<file path="src/rtl/rr_bus_arbiter.sv">
// rtl/rr_bus_arbiter.sv - round-robin / fixed-priority bus arbiter; optional ack watchdog enabled by macro BUS_ARB_TIMEOUT_EN
module rr_bus_arbiter #(
  parameter int N_MASTERS      = 4,
  parameter int RR_MODE        = 1,
  parameter int TIMEOUT_CYCLES = 16,
  localparam int IDW = (N_MASTERS > 2) ? $clog2(N_MASTERS) : 1
) (
  input  logic                 clk,
  input  logic                 reset,
  input  logic [N_MASTERS-1:0] bus_req,
  input  logic                 bus_ack,
  output logic [N_MASTERS-1:0] bus_grant,
  output logic                 grant_valid,
  output logic [IDW-1:0]       grant_id,
  output logic                 timeout_err
);

  typedef enum logic {IDLE, BUSY} state_t;

  state_t                 state_q, state_d;
  logic [IDW-1:0]         ptr;
  logic [IDW-1:0]         win_id;
  logic [IDW-1:0]         ptr_next;
  logic [IDW-1:0]         id_d;
  logic [N_MASTERS-1:0]   grant_d;
  logic                   valid_d;
  logic                   win_found;
  logic                   grant_new;
  logic                   arb_now;
  logic                   wd_expire;
  int                     idx;

  // Reject out-of-range configurations at elaboration
  if (N_MASTERS < 2 || N_MASTERS > 16) begin : g_bad_masters
    $error("rr_bus_arbiter: N_MASTERS must be 2..16");
  end
  if (TIMEOUT_CYCLES < 2 || TIMEOUT_CYCLES > 255) begin : g_bad_timeout
    $error("rr_bus_arbiter: TIMEOUT_CYCLES must be 2..255");
  end

  // Winner search: first requester at or after ptr, wrapping; ptr is 0 in fixed mode
  always_comb begin
    win_found = 1'b0;
    win_id    = '0;
    idx       = 0;
    for (int k = 0; k < N_MASTERS; k++) begin
      idx = int'(ptr) + k;
      if (idx >= N_MASTERS) idx = idx - N_MASTERS;
      if (!win_found && bus_req[idx]) begin
        win_found = 1'b1;
        win_id    = IDW'(idx);
      end
    end
  end

  // Pointer just past the winner, so the releasing owner searches last next time
  assign ptr_next = (win_id == IDW'(N_MASTERS - 1)) ? '0 : win_id + 1'b1;

  if (RR_MODE != 0) begin : g_rr
    // Round-robin pointer advances on every new grant
    always_ff @(posedge clk or posedge reset) begin
      if (reset)          ptr <= '0;
      else if (grant_new) ptr <= ptr_next;
    end
  end else begin : g_fixed
    assign ptr = '0;
  end

  // Next state and next registered outputs; arbitrate in IDLE or on release
  always_comb begin
    state_d   = state_q;
    grant_d   = bus_grant;
    id_d      = grant_id;
    valid_d   = grant_valid;
    grant_new = 1'b0;
    arb_now   = (state_q == IDLE) || bus_ack || wd_expire;
    if (arb_now) begin
      if (win_found) begin
        state_d         = BUSY;
        grant_d         = '0;
        grant_d[win_id] = 1'b1;
        id_d            = win_id;
        valid_d         = 1'b1;
        grant_new       = 1'b1;
      end else begin
        state_d = IDLE;
        grant_d = '0;
        id_d    = '0;
        valid_d = 1'b0;
      end
    end
  end

  // State and grant registers
  always_ff @(posedge clk or posedge reset) begin
    if (reset) begin
      state_q     <= IDLE;
      bus_grant   <= '0;
      grant_id    <= '0;
      grant_valid <= 1'b0;
    end else begin
      state_q     <= state_d;
      bus_grant   <= grant_d;
      grant_id    <= id_d;
      grant_valid <= valid_d;
    end
  end

`ifdef BUS_ARB_TIMEOUT_EN
  logic [7:0] wd_cnt;

  // Expires on the last BUSY cycle of the window when no ack arrives
  assign wd_expire = (state_q == BUSY) && !bus_ack &&
                     (wd_cnt == 8'(TIMEOUT_CYCLES - 1));

  // Watchdog counts unacked BUSY cycles; pulse error together with forced release
  always_ff @(posedge clk or posedge reset) begin
    if (reset) begin
      wd_cnt      <= '0;
      timeout_err <= 1'b0;
    end else begin
      timeout_err <= wd_expire;
      if (state_q != BUSY || bus_ack || wd_expire) wd_cnt <= '0;
      else                                         wd_cnt <= wd_cnt + 8'd1;
    end
  end
`else
  assign wd_expire   = 1'b0;
  assign timeout_err = 1'b0;
`endif

endmodule

</file>
<file path="config.mk">
export PLATFORM = sky130hd
export DESIGN_NAME = rr_bus_arbiter
export DESIGN_NICKNAME = d
export VERILOG_FILES = /design/src/rtl/rr_bus_arbiter.sv
export SDC_FILE = /design/constraint.sdc
export NUM_CORES = 1
export LEC_CHECK = 0
export BUFFER_PORTS_ARGS = -buffer_cell sky130_fd_sc_hd__buf_4
export CORE_MARGIN = 2
export CORE_UTILIZATION = 30
export CTS_BUF_LIST = sky130_fd_sc_hd__clkbuf_8
export CTS_CLUSTER_DIAMETER = 50
export CTS_CLUSTER_SIZE = 8
export DETAILED_ROUTE_END_ITERATION = 16
export GPL_ROUTABILITY_DRIVEN = 0
export GPL_TIMING_DRIVEN = 0
export HOLD_SLACK_MARGIN = 0.06
export PLACE_DENSITY = 0.54
export SLEW_MARGIN = 25
export SYNTH_ARGS = -nofsm -noshare
export SYNTH_HDL_FRONTEND = slang
export SYNTH_SLANG_ARGS = --single-unit
</file>
<file path="constraint.sdc">
create_clock -name clk -period 2.1 [get_ports clk]
set_clock_uncertainty 0.1 [all_clocks]
set_input_delay 0.315 -clock clk [delete_from_list [all_inputs] [get_ports clk]]
set_output_delay 0.315 -clock clk [all_outputs]
set_load 0.03 [all_outputs]
</file>
==> results of run 1 <==
-- worst max-delay path by stage --
stage	slack (ps)	from	endpoint	depth (start not counted)
after CTS	320	ptr[1]	ptr[1]	5
after global routing	200	ptr[1]	ptr[1]	5
after detailed placement	300	bus_req[1]	ptr[1]	6
final	330	ptr[1]	ptr[1]	5
after global placement	290	bus_req[1]	ptr[1]	6
after floorplan	500	ptr[1]	ptr[1]	5
-- metrics by stage --
stage	util [%]	hold slack, ps	setup slack, ps
6_report	41.5	312	327
5_1_grt	41.5	339	200
4_1_cts	41.5	311	322
3_5_place_dp	38.2	212	295
3_3_place_gp	38.2	209	286
2_1_floorplan	-	42.9	498
-- cell type report --
type                       instances  area [um^2]
buffer                             2         18.8
clock buffer                       3         41.3
clock inverter                     1         3.75
fill                             165          988
inverter                           3         11.3
multi-input combinational         33          272
sequential                         9          225
tap                               17         21.3
timing repair buffer              14          108
-- cells by family after synthesis --
family | share of synthesized area [%]
and+or+nand+nor | 17.8
muxes | 4.75
adders and majority gates | 9.50
DFF | 42.8
buffers and inverters | 5.70
other | 0.712
AOI/OAI and AO/OA | 18.8
-- synth_stat cells, types with 2 or more instances --
master	number
sky130_fd_sc_hd__o21bai_1	2
sky130_fd_sc_hd__dfrtp_1	9
sky130_fd_sc_hd__and2_1	2
sky130_fd_sc_hd__nor2_1	2
sky130_fd_sc_hd__nor2b_1	2
sky130_fd_sc_hd__ha_1	4
sky130_fd_sc_hd__a22o_1	4
sky130_fd_sc_hd__nand2_1	2
sky130_fd_sc_hd__inv_1	3
-- state kept, by name, indices dropped and copies added (netlist names) --
signal	flops
bus_grant	4
grant_id	2
ptr	2
grant_valid	1
-- metal layers --
metal  routed length (um)  up-vias  GRT usage [%]
li1                     -      200              -
met1                  459      172           13.8
met2                  427       15           15.8
met3                   44        2           2.38
met4                    7        0           6.86
met5                    0        -              0
-- worst max-delay path, stage by stage (launching register included) --
cell	delay, ps
sky130_fd_sc_hd__dfrtp_1	430
sky130_fd_sc_hd__and2_1	160
sky130_fd_sc_hd__o221ai_1	260
sky130_fd_sc_hd__and2_1	210
sky130_fd_sc_hd__ha_1	230
sky130_fd_sc_hd__mux2_4	250
-- report_power, final --
| part | leakage [nW] | internal, mW | switching, mW |
|---|---|---|---|
| Sequential | 0.109 | 0.223 | 0.0393 |
| Clock | 0.0269 | 0.127 | 0.0643 |
| Combinational | 0.211 | 0.141 | 0.160 |
==> impl_metrics.ini, run 1 <==
[route]
postRouteAntennaNets = 0
number_of_vias_per_cell = 4.74
wirelength_um = 938
routed_wire_length_per_instance_um = 11.4
post-route-drc-count = 0
dr_pass1_iterations = 4
route.vias.total = 389
drt-initial-drc-count = 6

[timing]
crit_share_post_route_pct = 84.4
final-max-slew-violation-count = 0
unrepaired_setup_endpoints_after_global_routing = false
number_of_setup_violations_in_the_final_report = 0
fin_crit_ps = 1770
final.setup.tns_ps = 0
clock.fmax_mhz = 564
finalHoldViolations = 0

[logic_synthesis]
synthesis.instances = 47
post_synth_num_cell_types = 26
synth_warnings = 0
synth_seq_area_share_pct = 42.8
top_cells_by_area_in_the_synthesized_netlist = sky130_fd_sc_hd__dfrtp_1, sky130_fd_sc_hd__ha_1, sky130_fd_sc_hd__a22o_1, sky130_fd_sc_hd__nor4_4, sky130_fd_sc_hd__mux2_4
netlist.area_leader.share_pct = 42.8
synthesis.nets = 58
number_of_enable_type_register_cells_in_the_synthesized_netlist = 0
yosys_most_used_dff = sky130_fd_sc_hd__dfrtp_1
async_flop_share_pct = 100
synth_largest_area_cell = sky130_fd_sc_hd__dfrtp_1
cell_area_synth_um2 = 527
synthesis.area_per_instance_um2 = 11.2
ys_seq_elements = 9

[cts]
cts_hold_repair.buffers = 1
cts.htree.levels = 1
post_cts_resized = 0
clock-sinks = 9
tritoncts.num_buffers = 3
clk_pin_slew_ps = 40
clock_tree.buffer_depth = 2
clock_latency_ps = 230
post-cts-setup-buffers = 0
cts_tree = done
clockRootBuffer = sky130_fd_sc_hd__clkbuf_8

[floorplan]
floorplan.die.height_um = 45.9
core_mm2 = 0.00169
floorplan.io_pins = 15
floorplan.initialDensity_pct = 31.2
dieWidth_um = 45.9
die-area_mm2 = 0.00211
fp-row-count = 15

[cells_and_area]
area_growth_syn_to_layout_pct = 33.0
most_common_cell_after_layout_fill_and_taps_aside = sky130_fd_sc_hd__buf_4
fin_area_um2 = 701
mostFrequentLayoutCells = sky130_fd_sc_hd__buf_4, sky130_fd_sc_hd__dfrtp_1, sky130_fd_sc_hd__a22o_1, sky130_fd_sc_hd__inv_1, sky130_fd_sc_hd__ha_1
nNetsFinal = 77
finish.cell_count_without_fillers = 82
antenna_cells_inserted = 0
final_layout_size_suffix_gt1_share_pct = 33.8

[worst_hold_path]
holdPathEnd = grant_valid
holdCritPathClass = input port to flip-flop
worstHoldPathCells = 3
holdCritStartpoint = bus_req[3]

[global_route]
grt_util_all_layers_pct = 10.7
grt_start_max_net_pins = 11
first_global_vias = 384
wire_length_of_the_first_global_routing_pass_um = 1590
antenna_found_initial = 0
grt.overflow.total = 0

[placement]
placed_cells_incl_taps = 77
post-dp-hpwl_um = 729
postPlaceCellArea_um2 = 646
number_of_buffers_added_on_ports = 13

[critical_path]
setup_crit_end_kind = flip-flop
timing.critical_path.from_type = flip-flop
worst-path-max-fanout = 6
setup.reg_to_reg.worst_slack_ps = 330
timing.rr.start = ptr[1]
worst_ep_required_time_ps = 2110
r2r_end = ptr[1]
timing.setup.critical_path_class = flip-flop to flip-flop
rr_worst_depth = 5
cp_data_arrival_time_ps = 1790

[power_and_ir_drop]
total_leakage_power_nw = 0.347
ir_worst_vdd_v = 0.000306
power_density_mw_per_mm2 = 1080
post-layout-total-power_mw = 0.754

[run]
max-cap-violations = 0

[status]
status = complete, no violations
(Power assumes the default switching activity.)
==> run 2, diff against run 1 <==
- clock period: 2.1 -> 1.7 ns (I/O delays scaled with it)
==> run 2 against run 1 <==
Net effect: highest routed layer is now met3; critical path depth stayed put; global-route usage rose by 0.16 points; utilization up 2.9 points; register-to-register slack worse by 290 ps; largest power group unchanged; via count rose by 2.3%; largest cell class unchanged; critical endpoint unchanged; combinational power up 40%; final cell count rose by 1.2%; sequential share of layout area fell by 1.9 points; cell area grew 7.0%; clock power up 24%.
==> impl_metrics.ini, run 2 (synthesis gave the netlist of run 1 again) <==
[route]
postRouteAntennaNets = 0
drt-initial-drc-count = 9
route.vias.total = 398
wirelength_um = 984
post-route-drc-count = 0
dr_pass1_iterations = 4
routed_wire_length_per_instance_um = 11.9
number_of_vias_per_cell = 4.80

[cells_and_area]
num-fill-cells = 161
nNetsFinal = 78
final_layout_size_suffix_gt1_share_pct = 47.0
area_growth_syn_to_layout_pct = 42.3
most_common_cell_after_layout_fill_and_taps_aside = sky130_fd_sc_hd__buf_4
biggestRegsByFlops = bus_grant x4, grant_id x2, ptr x2
mostFrequentLayoutCells = sky130_fd_sc_hd__buf_4, sky130_fd_sc_hd__dfrtp_1, sky130_fd_sc_hd__a22o_1, sky130_fd_sc_hd__inv_1, sky130_fd_sc_hd__ha_1
largest_register_ff_count = 4
largest-register = bus_grant
antenna_cells_inserted = 0

[timing]
clock.fmax_mhz = 600
crit_share_post_route_pct = 98.0
timing.final.ws_setup_ps = 33.6
fin_crit_ps = 1670
unrepaired_setup_endpoints_after_global_routing = true
number_of_setup_violations_in_the_final_report = 0
final.hold.worst_slack_ps = 251
final-max-slew-violation-count = 0
finalHoldViolations = 0

[power_and_ir_drop]
seq_power_share_pct = 34.0
power_density_mw_per_mm2 = 1330
total_leakage_power_nw = 0.362
sw_frac_of_total_pct = 35.2
internal_power_mw = 0.644
ir_worst_vdd_v = 0.000417
power.net_switching_mw = 0.350
combinationalPowerShare_pct = 42.2
part_of_the_total_power_dissipated_in_the_clock_network_pct = 23.8

[critical_path]
critical_path.cell_chain = and2_4, o221ai_4, and2_4, ha_1, mux2_4
cp_data_arrival_time_ps = 1680
crit_path_top_delay_cell = sky130_fd_sc_hd__dfrtp_2
r2r_end = ptr[1]
timing.rr.start = ptr[1]
worst-path-max-fanout = 6
timing.setup.critical_path_class = flip-flop to flip-flop
critPathMostFrequentCell = sky130_fd_sc_hd__and2_4
rr_worst_depth = 5
critPathMaxStageDelay_ps = 450
setup.reg_to_reg.worst_slack_ps = 30
setup_crit_end_kind = flip-flop
worst_ep_required_time_ps = 1710
timing.critical_path.from_type = flip-flop

[cts]
tritoncts.num_buffers = 3
clockRootBuffer = sky130_fd_sc_hd__clkbuf_8
clock_latency_ps = 230
cts.htree.levels = 1
clock-sinks = 9
cts_tree = done
clk_pin_slew_ps = 40
clock_tree.buffer_depth = 2

[floorplan]
floorplan.initialDensity_pct = 31.2
floorplan.die.height_um = 45.9
die-area_mm2 = 0.00211
floorplan.io_pins = 15
core_mm2 = 0.00169
fp-row-count = 15
dieWidth_um = 45.9

[placement]
post-place-ws_ps = -57.8
number_of_buffers_added_on_ports = 13
post-dp-hpwl_um = 729

[worst_hold_path]
holdCritPathClass = input port to flip-flop
worstHoldPathCells = 3
holdPathEnd = grant_valid
holdCritStartpoint = bus_req[1]

[global_route]
grt_start_max_net_pins = 11
grt.overflow.total = 0
antenna_found_initial = 0
grt_util_all_layers_pct = 10.9
first_global_vias = 400
wire_length_of_the_first_global_routing_pass_um = 1610

[status]
status = complete, no violations

[run]
max-cap-violations = 0
==> run 2: cell types whose count changed in the layout (fill, tap and decap cells not counted), sizes merged <==
| cell | before | now |
|---|---|---|
| buf | 15 | 16 |
==> run 2: power groups by stage <==
stage | registers, mW | logic, mW | clock network [mW]
4_1_cts | 0.331 | 0.385 | 0.242
2_1_floorplan | 0.402 | 0.177 | 0
6_report | 0.338 | 0.419 | 0.236
5_1_grt | 0.349 | 0.463 | 0.256
3_3_place_gp | 0.326 | 0.372 | 0
3_5_place_dp | 0.328 | 0.374 | 0
==> run 2: layer usage <==
metal	part of all wire (%)	track usage (%)
met5	0	0
met4	0	6.86
met3	5.0	2.38
met2	48	17.2
met1	47	13.1
==> run 2: layout make-up <==
cell class / count / area [um^2] / area share [%]
clock buffer: 3 / 41.3 / 5.51
multi-input combinational: 33 / 312 / 41.6
clock inverter: 1 / 3.75 / 0.501
timing repair buffer: 15 / 115 / 15.4
sequential: 9 / 226 / 30.2
tap: 17 / 21.3 / 2.84
buffer: 2 / 18.8 / 2.50
inverter: 3 / 11.3 / 1.50
==> run 2: repair_timing <==
action,CTS,global route
hold buffers,1,0
gates resized for setup,4,7
buffers inserted,0,1
pin swaps,0,2
endpoints found under the hold margin,9,0
setup endpoints to repair,3,3
==> run 2: worst max path at each step <==
| stage | slack (ps) | endpoint | startpoint |
|---|---|---|---|
| after CTS | 10 | ptr[1] | ptr[1] |
| after global placement | -50 | ptr[1] | bus_req[1] |
| final | 30 | ptr[1] | ptr[1] |
| after detailed placement | -60 | ptr[1] | ptr[1] |
| after floorplan | 100 | ptr[1] | ptr[1] |
| after global routing | -30 | ptr[1] | ptr[1] |
==> run 2: worst max-delay path, delay by kind of cell (launching register included) <==
family	cells	cell delay, ps
AOI/OAI and AO/OA	1	180
adders and majority gates	1	220
DFF	1	450
muxes	1	260
and+or+nand+nor	2	340
==> run 2: metrics by stage <==
step / util [%] / cells / cell area [um^2] / total power, mW / setup TNS, ps
after floorplan: - / 47 / 527 / 0.579 / 0
after global placement: 38.2 / 77 / 646 / 0.697 / -53.8
after detailed placement: 38.2 / 77 / 646 / 0.702 / -62.6
after CTS: 42.3 / 82 / 714 / 0.958 / 0
after global routing: 44.4 / 83 / 749 / 1.07 / -32.8
final: 44.4 / 83 / 749 / 0.993 / 0
